$ cat config.mk
export PLATFORM = sky130hd
export DESIGN_NAME = boot_loader
export DESIGN_NICKNAME = d
export VERILOG_FILES = /design/src/rtl/boot_loader.sv
export SDC_FILE = /design/constraint.sdc
export NUM_CORES = 1
export LEC_CHECK = 0
export BUFFER_PORTS_ARGS = -buffer_cell sky130_fd_sc_hd__buf_2
export CORE_MARGIN = 2
export CORE_UTILIZATION = 25
export CTS_BUF_LIST = sky130_fd_sc_hd__clkbuf_4 sky130_fd_sc_hd__clkbuf_8 sky130_fd_sc_hd__clkbuf_16
export DETAILED_ROUTE_END_ITERATION = 8
export PLACE_DENSITY = 0.5
export SYNTH_ARGS = -nofsm -noshare
export SYNTH_HDL_FRONTEND = slang
export SYNTH_SLANG_ARGS = --single-unit
$ cat constraint.sdc
create_clock -name clk -period 2.7 [get_ports clk]
set_input_delay 0.405 -clock clk [delete_from_list [all_inputs] [get_ports clk]]
set_output_delay 0.405 -clock clk [all_outputs]
set_load 0.01 [all_outputs]
$ cat src/rtl/boot_loader.sv
// Serial-to-memory program loader: decodes a little-endian {start address, word count, words}
// byte stream, writes the words to instruction memory, then presets the PC and releases the core.
module boot_loader #(
  parameter int MAX_WORDS = 1024
) (
  input  logic        clk,
  input  logic        reset,
  input  logic [7:0]  rx_data,
  input  logic        rx_valid,
  output logic        rx_ready,
  output logic        imem_we,
  output logic [31:0] imem_addr,
  output logic [31:0] imem_wdata,
  output logic [31:0] starting_addr,
  output logic        preset,
  output logic        cpu_hold,
  output logic        done,
  output logic        err,
  output logic [2:0]  state_dbg
);

  localparam int CW = $clog2(MAX_WORDS + 1);

  typedef enum logic [2:0] {
    S_ADDR   = 3'd0,
    S_COUNT  = 3'd1,
    S_DATA   = 3'd2,
    S_PRESET = 3'd3,
    S_DONE   = 3'd4,
    S_ERR    = 3'd5
  } state_t;

  state_t        state;
  logic [1:0]    byte_cnt;
  logic [23:0]   shift;
  logic [31:0]   ptr;
  logic [CW-1:0] remaining;

  logic        take;
  logic        last_byte;
  logic [31:0] field_word;

  // Handshake: a byte moves on a clk edge only when rx_valid && rx_ready; rx_ready depends
  // only on state and reset, so a source may sample it before the edge it drives into.
  assign rx_ready = !reset && (state == S_ADDR || state == S_COUNT || state == S_DATA);

  assign take       = rx_valid && rx_ready;
  assign last_byte  = take && (byte_cnt == 2'd3);
  // Earlier bytes sit in shift with the oldest at the bottom, giving little-endian order.
  assign field_word = {rx_data, shift};
  assign state_dbg  = state;

  always_ff @(posedge clk) begin
    if (reset) begin
      state         <= S_ADDR;
      byte_cnt      <= 2'd0;
      shift         <= 24'd0;
      ptr           <= 32'd0;
      remaining     <= '0;
      imem_we       <= 1'b0;
      imem_addr     <= 32'd0;
      imem_wdata    <= 32'd0;
      starting_addr <= 32'd0;
      preset        <= 1'b0;
      cpu_hold      <= 1'b1;
      done          <= 1'b0;
      err           <= 1'b0;
    end else begin
      imem_we <= 1'b0;
      preset  <= 1'b0;
      if (take) begin
        shift    <= {rx_data, shift[23:8]};
        byte_cnt <= byte_cnt + 2'd1;
      end
      case (state)
        S_ADDR: begin
          if (last_byte) begin
            byte_cnt <= 2'd0;
            if (field_word[1:0] != 2'b00) begin
              state <= S_ERR;
              err   <= 1'b1;
            end else begin
              starting_addr <= field_word;
              state         <= S_COUNT;
            end
          end
        end
        S_COUNT: begin
          if (last_byte) begin
            byte_cnt <= 2'd0;
            if (field_word == 32'd0 || field_word > 32'(MAX_WORDS)) begin
              state <= S_ERR;
              err   <= 1'b1;
            end else begin
              remaining <= field_word[CW-1:0];
              ptr       <= starting_addr;
              state     <= S_DATA;
            end
          end
        end
        S_DATA: begin
          if (last_byte) begin
            byte_cnt   <= 2'd0;
            imem_we    <= 1'b1;
            imem_wdata <= field_word;
            imem_addr  <= ptr;
            ptr        <= ptr + 32'd4;
            remaining  <= remaining - CW'(1);
            if (remaining == CW'(1)) begin
              state <= S_PRESET;
            end
          end
        end
        S_PRESET: begin
          preset <= 1'b1;
          done   <= 1'b1;
          state  <= S_DONE;
        end
        S_DONE: begin
          // The PC samples starting_addr during the preset cycle, so the core may run right after.
          cpu_hold <= 1'b0;
        end
        S_ERR: begin
          err <= 1'b1;
        end
        default: begin
          state <= S_ERR;
          err   <= 1'b1;
        end
      endcase
    end
  end

endmodule

# Word level (Yosys, flattened, before mapping)
# Cells that the tools add are included.
dict set report totals {
  register_bits 173
  word_cells 80
}
dict set report classes {
  n_addsub 3
  order_cmp 1
  eq_ne 14
  mux 25
  n_bitwise 4
  n_reduce_logical 20
}
# op count
set ops {}
lappend ops {{2-to-1 mux 32 bit} 3}
lappend ops {{one-hot mux 32 bit (2 select lines)} 1}
lappend ops {{2-to-1 mux 11 bit} 3}
lappend ops {{adder 32 x 3 -> 32 bit, second input constant} 1}
lappend ops {{> comparator 32 x 11 -> 1 bit, second input constant} 1}
lappend ops {{zero test 32 bit} 1}
lappend ops {{one-hot mux 11 bit (2 select lines)} 1}
lappend ops {{2-to-1 mux 3 bit} 6}
lappend ops {{one-hot mux 3 bit (5 select lines)} 1}
lappend ops {{== test 11 x 1 -> 1 bit, second input constant} 1}
lappend ops {{subtractor 11 x 1 -> 11 bit, second input constant} 1}
lappend ops {{AND reduction 5 bit} 2}
lappend ops {{!= test 2 bit, second input constant} 4}
lappend ops {{== test 3 x 2 -> 1 bit, second input constant} 2}
lappend ops {{== test 3 bit, second input constant} 2}
lappend ops {{2-to-1 mux 1 bit} 6}
lappend ops {{2-to-1 mux 2 bit} 3}
lappend ops {{!= test 2 x 1 -> 1 bit, second input constant} 3}
lappend ops {{OR reduction 3 bit} 2}
lappend ops {{inverter 1 bit} 4}
lappend ops {{AND reduction 4 bit} 1}
lappend ops {{nonzero test 2 bit} 2}
lappend ops {{OR reduction 2 bit} 2}
lappend ops {{== test 3 x 1 -> 1 bit, second input constant} 1}
lappend ops {{9 further kinds} 13}

# Longest topological paths before layout
# Gate-level depths: netlist of run 1.
dict set report depth {
  ltp_word 8
  depth_mapped 10
  mapped_depth_nobuf 7
}

# Worst setup path after synthesis of run 1
# OpenSTA, ideal clock, no wires.
dict set report synth_timing {
  kind {input -> register}
  start {input port reset}
  end {register starting_addr[10]}
  setup_ps 128
  arrival_ps 2007
  slack_ps 566
  path_stages 7
  cell_sequence {clkbuf_1 or2_2 nor3_2 nor4b_2 buf_4 mux2i_1 nor2_1}
}
dict set report synth_between {
  elab_chain_len 5
}
# item line
set synth_rtl {}
lappend synth_rtl {{start: declaration} 7} ;# input logic reset,
lappend synth_rtl {{zero test 1 bit} 45} ;# assign rx_ready = !reset && (state == S_ADDR || state == S_COUNT || state == S_DATA);
lappend synth_rtl {{logical AND 1 bit} 45}
lappend synth_rtl {{logical AND 1 bit} 47} ;# assign take = rx_valid && rx_ready;
lappend synth_rtl {{logical AND 1 bit} 48} ;# assign last_byte = take && (byte_cnt == 2'd3);
lappend synth_rtl {{AND reduction 3 bit (no source line)} --}
lappend synth_rtl {{end signal: assignment} 83} ;# starting_addr <= field_word;
lappend synth_rtl {{end: declaration} 14} ;# output logic [31:0] starting_addr,
# Several ways; a longest one is shown, not always the timed one.
# A chain may end at the register's enable or synchronous reset.

# Worst setup path in the final report of run 1
dict set report layout_timing {
  start {register shift[11]}
  end {register remaining[0]}
}
dict set report layout_between {
  elab_chain_len 4
  elab_cells_between_ends 5
  classes_between {order compare (1); eq/ne (1); reduce/logical (3)}
}
# item line
set layout_rtl {}
lappend layout_rtl {{start: declaration} 35} ;# logic [23:0] shift;
lappend layout_rtl {{start signal: assignment} 72} ;# shift <= {rx_data, shift[23:8]};
lappend layout_rtl {{> comparator 32 x 11 -> 1 bit or zero test 32 bit (tied branches)} 91} ;# if (field_word == 32'd0 || field_word > 32'(MAX_WORDS)) begin
lappend layout_rtl {{logical OR 1 bit *} 91}
lappend layout_rtl {{!= test 2 bit (no source line) *} --}
lappend layout_rtl {{AND reduction 4 bit (no source line) *} --}
lappend layout_rtl {{end signal: assignment} 95} ;# remaining <= field_word[CW-1:0];
lappend layout_rtl {{end signal: assignment} 108} ;# remaining <= remaining - CW'(1);
lappend layout_rtl {{end: declaration} 37} ;# logic [CW-1:0] remaining;
# Mark *: on every way between the ends. The rest lies on a longest branch, timed or not.

==> flow_metrics.env, run 1 <==
export IMPL_drive_gt1_share_pct=21.0
export IMPL_wl_met1_mm=12.6
export IMPL_ys_warn_count=0
export IMPL_synth_compound_area_share_pct=19.9
export IMPL_postSynth_asyncResetShare_pct=0
export IMPL_pwr_share_clk_pct=48.0
export IMPL_grt_max_degree=65
export IMPL_internal_power_uw=3960
export IMPL_synth_cell_types=64
export IMPL_seq_area_frac_synth_pct=46.4
export IMPL_cp_slowest_cell="or4_4"
export IMPL_synthSimpleGateAreaFrac_pct=23.4
export IMPL_outcome="completed"
export IMPL_grt_pass1_vias=6720
export IMPL_grt_use_total_pct=16.3
export IMPL_worst_ep_required_time_ns=3.05
export IMPL_ant_nets=0
export IMPL_cap_violations=0
export IMPL_path_class="flip-flop to flip-flop"
export IMPL_p_sw_share_pct=25.7
export IMPL_tightest_slew_ns=0.765
export IMPL_cts_tree="yes"
export IMPL_area_growth_pct=24.4
export IMPL_die_h_um=177
export IMPL_multi_input_area_um2=3640
export IMPL_antenna_found_initial=0
export IMPL_cts_buffers=17
export IMPL_critPathTopFamily="compound AO/OA/AOI/OAI gates"
export IMPL_min_path_type="input pin to flip-flop"
export IMPL_fin_nets=1033
export IMPL_cts_root_buf="clkbuf_16"
export IMPL_dr_max_layer_used="met4"
export IMPL_dr_pass1_iters=5
export IMPL_antenna_cells=0
export IMPL_critPathMaxFanout=13
export IMPL_peakVddDrop_uv=320
export IMPL_switchingPower_uw=1370
export IMPL_port_buffers=115
export IMPL_n_fill_cell=3164
export IMPL_cts_setup_buffers=0
export IMPL_slew_headroom_pct=48.5
export IMPL_finClkSkew_ns=0.0199
export IMPL_syn_nets=924
export IMPL_cp_start_kind="flip-flop"
export IMPL_p_comb_share_pct=3.3
export IMPL_holdWs_ns=0.195
export IMPL_start_util_pct=25.3
export IMPL_met2WireLength_mm=11.3
export IMPL_slowest_delay_ns=0.57
export IMPL_clk_latency_ns=0.45
export IMPL_numClockSinks=173
export IMPL_synth_xor_area_share_pct=0
export IMPL_seqCellArea_um2=3460
export IMPL_avgRoutedWirePerCell_um=17.8
export IMPL_slew_violations=0
export IMPL_gp_congestion=0.817
export IMPL_die_w_um=177
export IMPL_dp_slack_ns=0.212
export IMPL_min_period_over_period_pct=93.1
export IMPL_drt_iter0_drc=635
export IMPL_p_leak_uw=0.00359
export IMPL_clockBufferDepth=2
export IMPL_fmax_mhz=398
export IMPL_ctsHtreeMaxLevel=4
export IMPL_grt_pass1_wl_mm=39.4
export IMPL_path_cells="or4_4, nor4_4, a41oi_2, buf_4, o31a_1, a311oi_1"
export IMPL_synthAdderAreaFrac_pct=0.670
export IMPL_synth_seq_cells=173
export IMPL_vias_per_cell=4.97
export IMPL_dp_hpwl_mm=17.8
export IMPL_netlist_instances=909
export IMPL_rsz0062_at_grt="no"
export IMPL_fin_crit_ns=2.51
export IMPL_route_detailed_drc=0
export IMPL_finalSetupViolations=0
export IMPL_clkTransAtPathRegs_ns=0.08
export IMPL_num_rows=63
export IMPL_wirelength_mm=25.4
export IMPL_cts_resized=0
export IMPL_hold_buffers=0
export IMPL_layout_commonest_cell="nand2_1"
export IMPL_vias=7068
export IMPL_ys_flop_type="dfxtp_1"
export IMPL_synth_mux_area_share_pct=4.59
export IMPL_path_buf_inv=1
export IMPL_layout_common_cells="nand2_1 (201), dfxtp_1 (173), buf_2 (114), a21oi_1 (91), nor2_1 (61)"
export IMPL_grt_overflow_total=0
export IMPL_syn_avg_cell_area_um2=8.21
export IMPL_hold_viol_final=0
export IMPL_synth_top_family_by_area="simple AND/OR/NAND/NOR gates"
export IMPL_io_pins=116
export IMPL_syn_area_um2=7470
export IMPL_wl_met3_mm=1.04
export IMPL_powerDensity_nw_per_um2=575
export IMPL_fin_tns_setup_ns=0
export IMPL_crit_arrival_ns=2.86
export IMPL_finalWorstSetupSlack_ns=0.187
export IMPL_p_seq_share_pct=48.7
export IMPL_coreArea_um2=29600
export IMPL_die_area_um2=31300
export IMPL_synth_edf_count=0
export IMPL_end_kind="flip-flop"
-- power groups by stage --
stage          sequential [uW]  combinational, uW  clock [uW]
2_1_floorplan             2650                102           0
3_3_place_gp              2660                178           0
3_5_place_dp              2660                178           0
4_1_cts                   2600                179        2620
5_1_grt                   2600                196        2710
6_report                  2600                177        2560
-- synthesized netlist by cell type (all sizes together) (3+ instances only) --
cell type,number,area (um^2)
a211oi,7,57.6
dfxtp,173,3460
inv,15,56.3
and2,5,31.3
nor2,62,235
ha,4,50.1
clkbuf,55,206
a22o,3,26.3
mux2i,32,320
a32oi,5,43.8
nor4,15,109
and3,7,43.8
o32ai,4,35.0
a31oi,10,62.6
nor3b,6,45.0
and4,4,35.0
nor3,16,85.1
a21oi,91,455
nand2,203,769
a22oi,8,60.1
nand4,12,75.1
o31ai,21,158
o211ai,3,22.5
nand3,41,205
o311ai,21,184
a32o,4,40.0
o31a,6,52.6
o21ai,21,105
a211o,3,26.3
buf,20,119
-- final timing paths --
kind / startpoint / end / slack (ns) / cells past startpoint
max: shift[11] / remaining[0] / 0.19 / 6
min: rx_data[1] / shift[17] / 0.20 / 3
max reg2reg: shift[11] / remaining[0] / 0.19 / 6
min reg2reg: imem_wdata[31] / imem_wdata[31] / 0.45 / 2
-- layout make-up --
class,count,share of cell area (%)
Sequential cell,173,37.3
Multi-Input combinational cell,646,39.2
Clock buffer,17,4.58
Clock inverter,15,2.02
Tap cell,390,5.25
Inverter,15,0.606
Timing Repair Buffer,165,11.1
-- flip-flops by register name (all words and copies together) (netlist names), 2 cells and up --
register,count
imem_addr,32
shift,24
ptr,32
starting_addr,32
byte_cnt,2
remaining,11
state_dbg,3
imem_wdata,32
-- routing by layer --
metal,track usage (%),up-vias
li1,-,3470
met2,24.9,188
met3,3.11,27
met1,23.0,3383
met5,0,-
met4,4.96,0
-- logic make-up after synthesis --
logic type      Yosys count
flops                   173
compound gates          223
fa+ha+maj                 4
simple gates            385
mux                      34
buf+inv                  90
-- worst min-delay path, stage by stage --
cell	delay, ns
buf_2	0.11
nand2_1	0.05
nand2_1	0.05
-- per-stage QoR --
| stage | power [uW] | instance area [um^2] | util [%] | std cells |
|---|---|---|---|---|
| after floorplan | 2750 | 7470 | - | 909 |
| after detailed placement | 2830 | 8670 | 29.3 | 1389 |
| final | 5340 | 9290 | 31.4 | 1421 |
| after global routing | 5510 | 9290 | 31.4 | 1421 |
| after global placement | 2830 | 8670 | 29.3 | 1389 |
| after CTS | 5390 | 9290 | 31.4 | 1421 |
Note: power is estimated with default switching activity, not from simulation.
==> run 2, diff against run 1 <==
- PLACE_DENSITY: 0.5 -> 0.51
==> flow_metrics.env, run 2 (synthesis results as in run 1) <==
export IMPL_vias_per_cell=5.00
export IMPL_layout_common_cells="nand2_1 (201), dfxtp_1 (173), buf_2 (114), a21oi_1 (91), nor2_1 (61)"
export IMPL_worst_ep_required_time_ns=2.99
export IMPL_clk_latency_ns=0.45
export IMPL_cp_slowest_cell="or4_4"
export IMPL_die_area_um2=31300
export IMPL_rsz0062_at_grt="no"
export IMPL_vias=7084
export IMPL_die_w_um=177
export IMPL_critPathMaxFanout=11
export IMPL_worstHoldStart="rx_data[1]"
export IMPL_hold_viol_final=0
export IMPL_port_buffers=115
export IMPL_fin_tns_setup_ns=0
export IMPL_numClockSinks=173
export IMPL_setup_worst_path_start="shift[11]"
export IMPL_tightest_slew_ns=1.10
export IMPL_route_detailed_drc=0
export IMPL_outcome="completed"
export IMPL_num_rows=63
export IMPL_cts_setup_buffers=0
export IMPL_avgRoutedWirePerCell_um=17.9
export IMPL_fin_crit_ns=2.41
export IMPL_path_cells="or4_4, nor4_4, a41oi_4, buf_4, o311ai_0, o31ai_1"
export IMPL_slowest_delay_ns=0.57
export IMPL_fin_nets=1029
export IMPL_finClkSkew_ns=0.0140
export IMPL_cts_buffers=17
export IMPL_wirelength_mm=25.4
export IMPL_cp_start_kind="flip-flop"
export IMPL_min_period_over_period_pct=89.2
export IMPL_clockBufferDepth=2
export IMPL_grt_pass1_vias=6813
export IMPL_fmax_mhz=415
export IMPL_critPathTopFamily="simple AND/OR/NAND/NOR gates"
export IMPL_worstReg2RegStart="shift[11]"
export IMPL_die_h_um=177
export IMPL_drt_iter0_drc=533
export IMPL_cts_root_buf="clkbuf_16"
export IMPL_dr_pass1_iters=5
export IMPL_powerDensity_nw_per_um2=581
export IMPL_grt_pass1_wl_mm=39.5
export IMPL_finalSetupViolations=0
export IMPL_peakVddDrop_uv=422
export IMPL_coreArea_um2=29600
export IMPL_drive_gt1_share_pct=20.7
export IMPL_r2r_setup_slack_ns=0.29
export IMPL_area_growth_pct=23.7
export IMPL_path_class="flip-flop to flip-flop"
export IMPL_path_buf_inv=1
export IMPL_io_pins=116
export IMPL_crit_arrival_ns=2.70
export IMPL_p_leak_uw=0.00356
export IMPL_end_kind="flip-flop"
export IMPL_grt_use_total_pct=16.3
export IMPL_start_util_pct=25.3
export IMPL_cap_violations=0
export IMPL_slew_headroom_pct=26.6
export IMPL_cts_tree="yes"
export IMPL_antenna_found_initial=0
export IMPL_grt_overflow_total=0
export IMPL_antenna_cells=0
export IMPL_gp_congestion=0.816
export IMPL_dp_hpwl_mm=17.6
export IMPL_ctsHtreeMaxLevel=4
export IMPL_slew_violations=0
export IMPL_layout_commonest_cell="nand2_1"
export IMPL_clkTransAtPathRegs_ns=0.08
export IMPL_min_path_type="input pin to flip-flop"
export IMPL_p_total_uw=5360
export IMPL_grt_max_degree=96
export IMPL_ant_nets=0
[run 2: routing by layer]
metal  vias up  GRT usage [%]  part of all wire, %
li1       3464              -                    -
met4         0           5.41                  1.6
met2       189           25.2                   46
met5         -              0                    0
met3        29           3.57                  4.5
met1      3402           22.5                   48
[run 2: repair_timing]
action                                  CTS  global route
endpoints found under the setup margin    0             2
hold buffers                              0             0
gates resized for setup                   0             1
[run 2: final timing paths]
path / cells past startpoint / endpoint
setup / recovery: 6 / remaining[9]
hold / removal: 3 / shift[17]
setup reg to reg: 6 / remaining[9]
hold reg to reg: 2 / err
[run 2: final cells by class]
class	instances	area [um^2]
Timing Repair Buffer	161	961
Fill cell	3189	20300
Clock inverter	15	194
Clock buffer	17	425
Inverter	15	56.3
Multi-Input combinational cell	646	3650
Sequential cell	173	3460
Tap cell	390	488
[run 2: stage by stage]
step           hold slack (ns)  utilization [%]  area [um^2]  instances  setup slack (ns)
6_report                 0.209             31.3         9240       1417             0.291
5_1_grt                  0.216             31.3         9240       1417             0.105
4_1_cts                  0.191             31.2         9230       1417             0.164
3_5_place_dp             0.438             29.1         8610       1385             0.120
3_3_place_gp             0.434             29.1         8610       1385             0.178
2_1_floorplan            0.432                -         7470        909             0.566
[run 2: power by group]
part           leakage (uW)  internal, uW  total (uW)  switching [uW]
Clock              0.000305          1350        2590            1250
Combinational       0.00186          51.5         171             120
Sequential          0.00140          2570        2600            30.0
[run 2: worst min-delay path: cells and delay by family]
family / cells / cell delay, ns
buffers and inverters: 1 / 0.12
AND/OR/NAND/NOR: 2 / 0.11
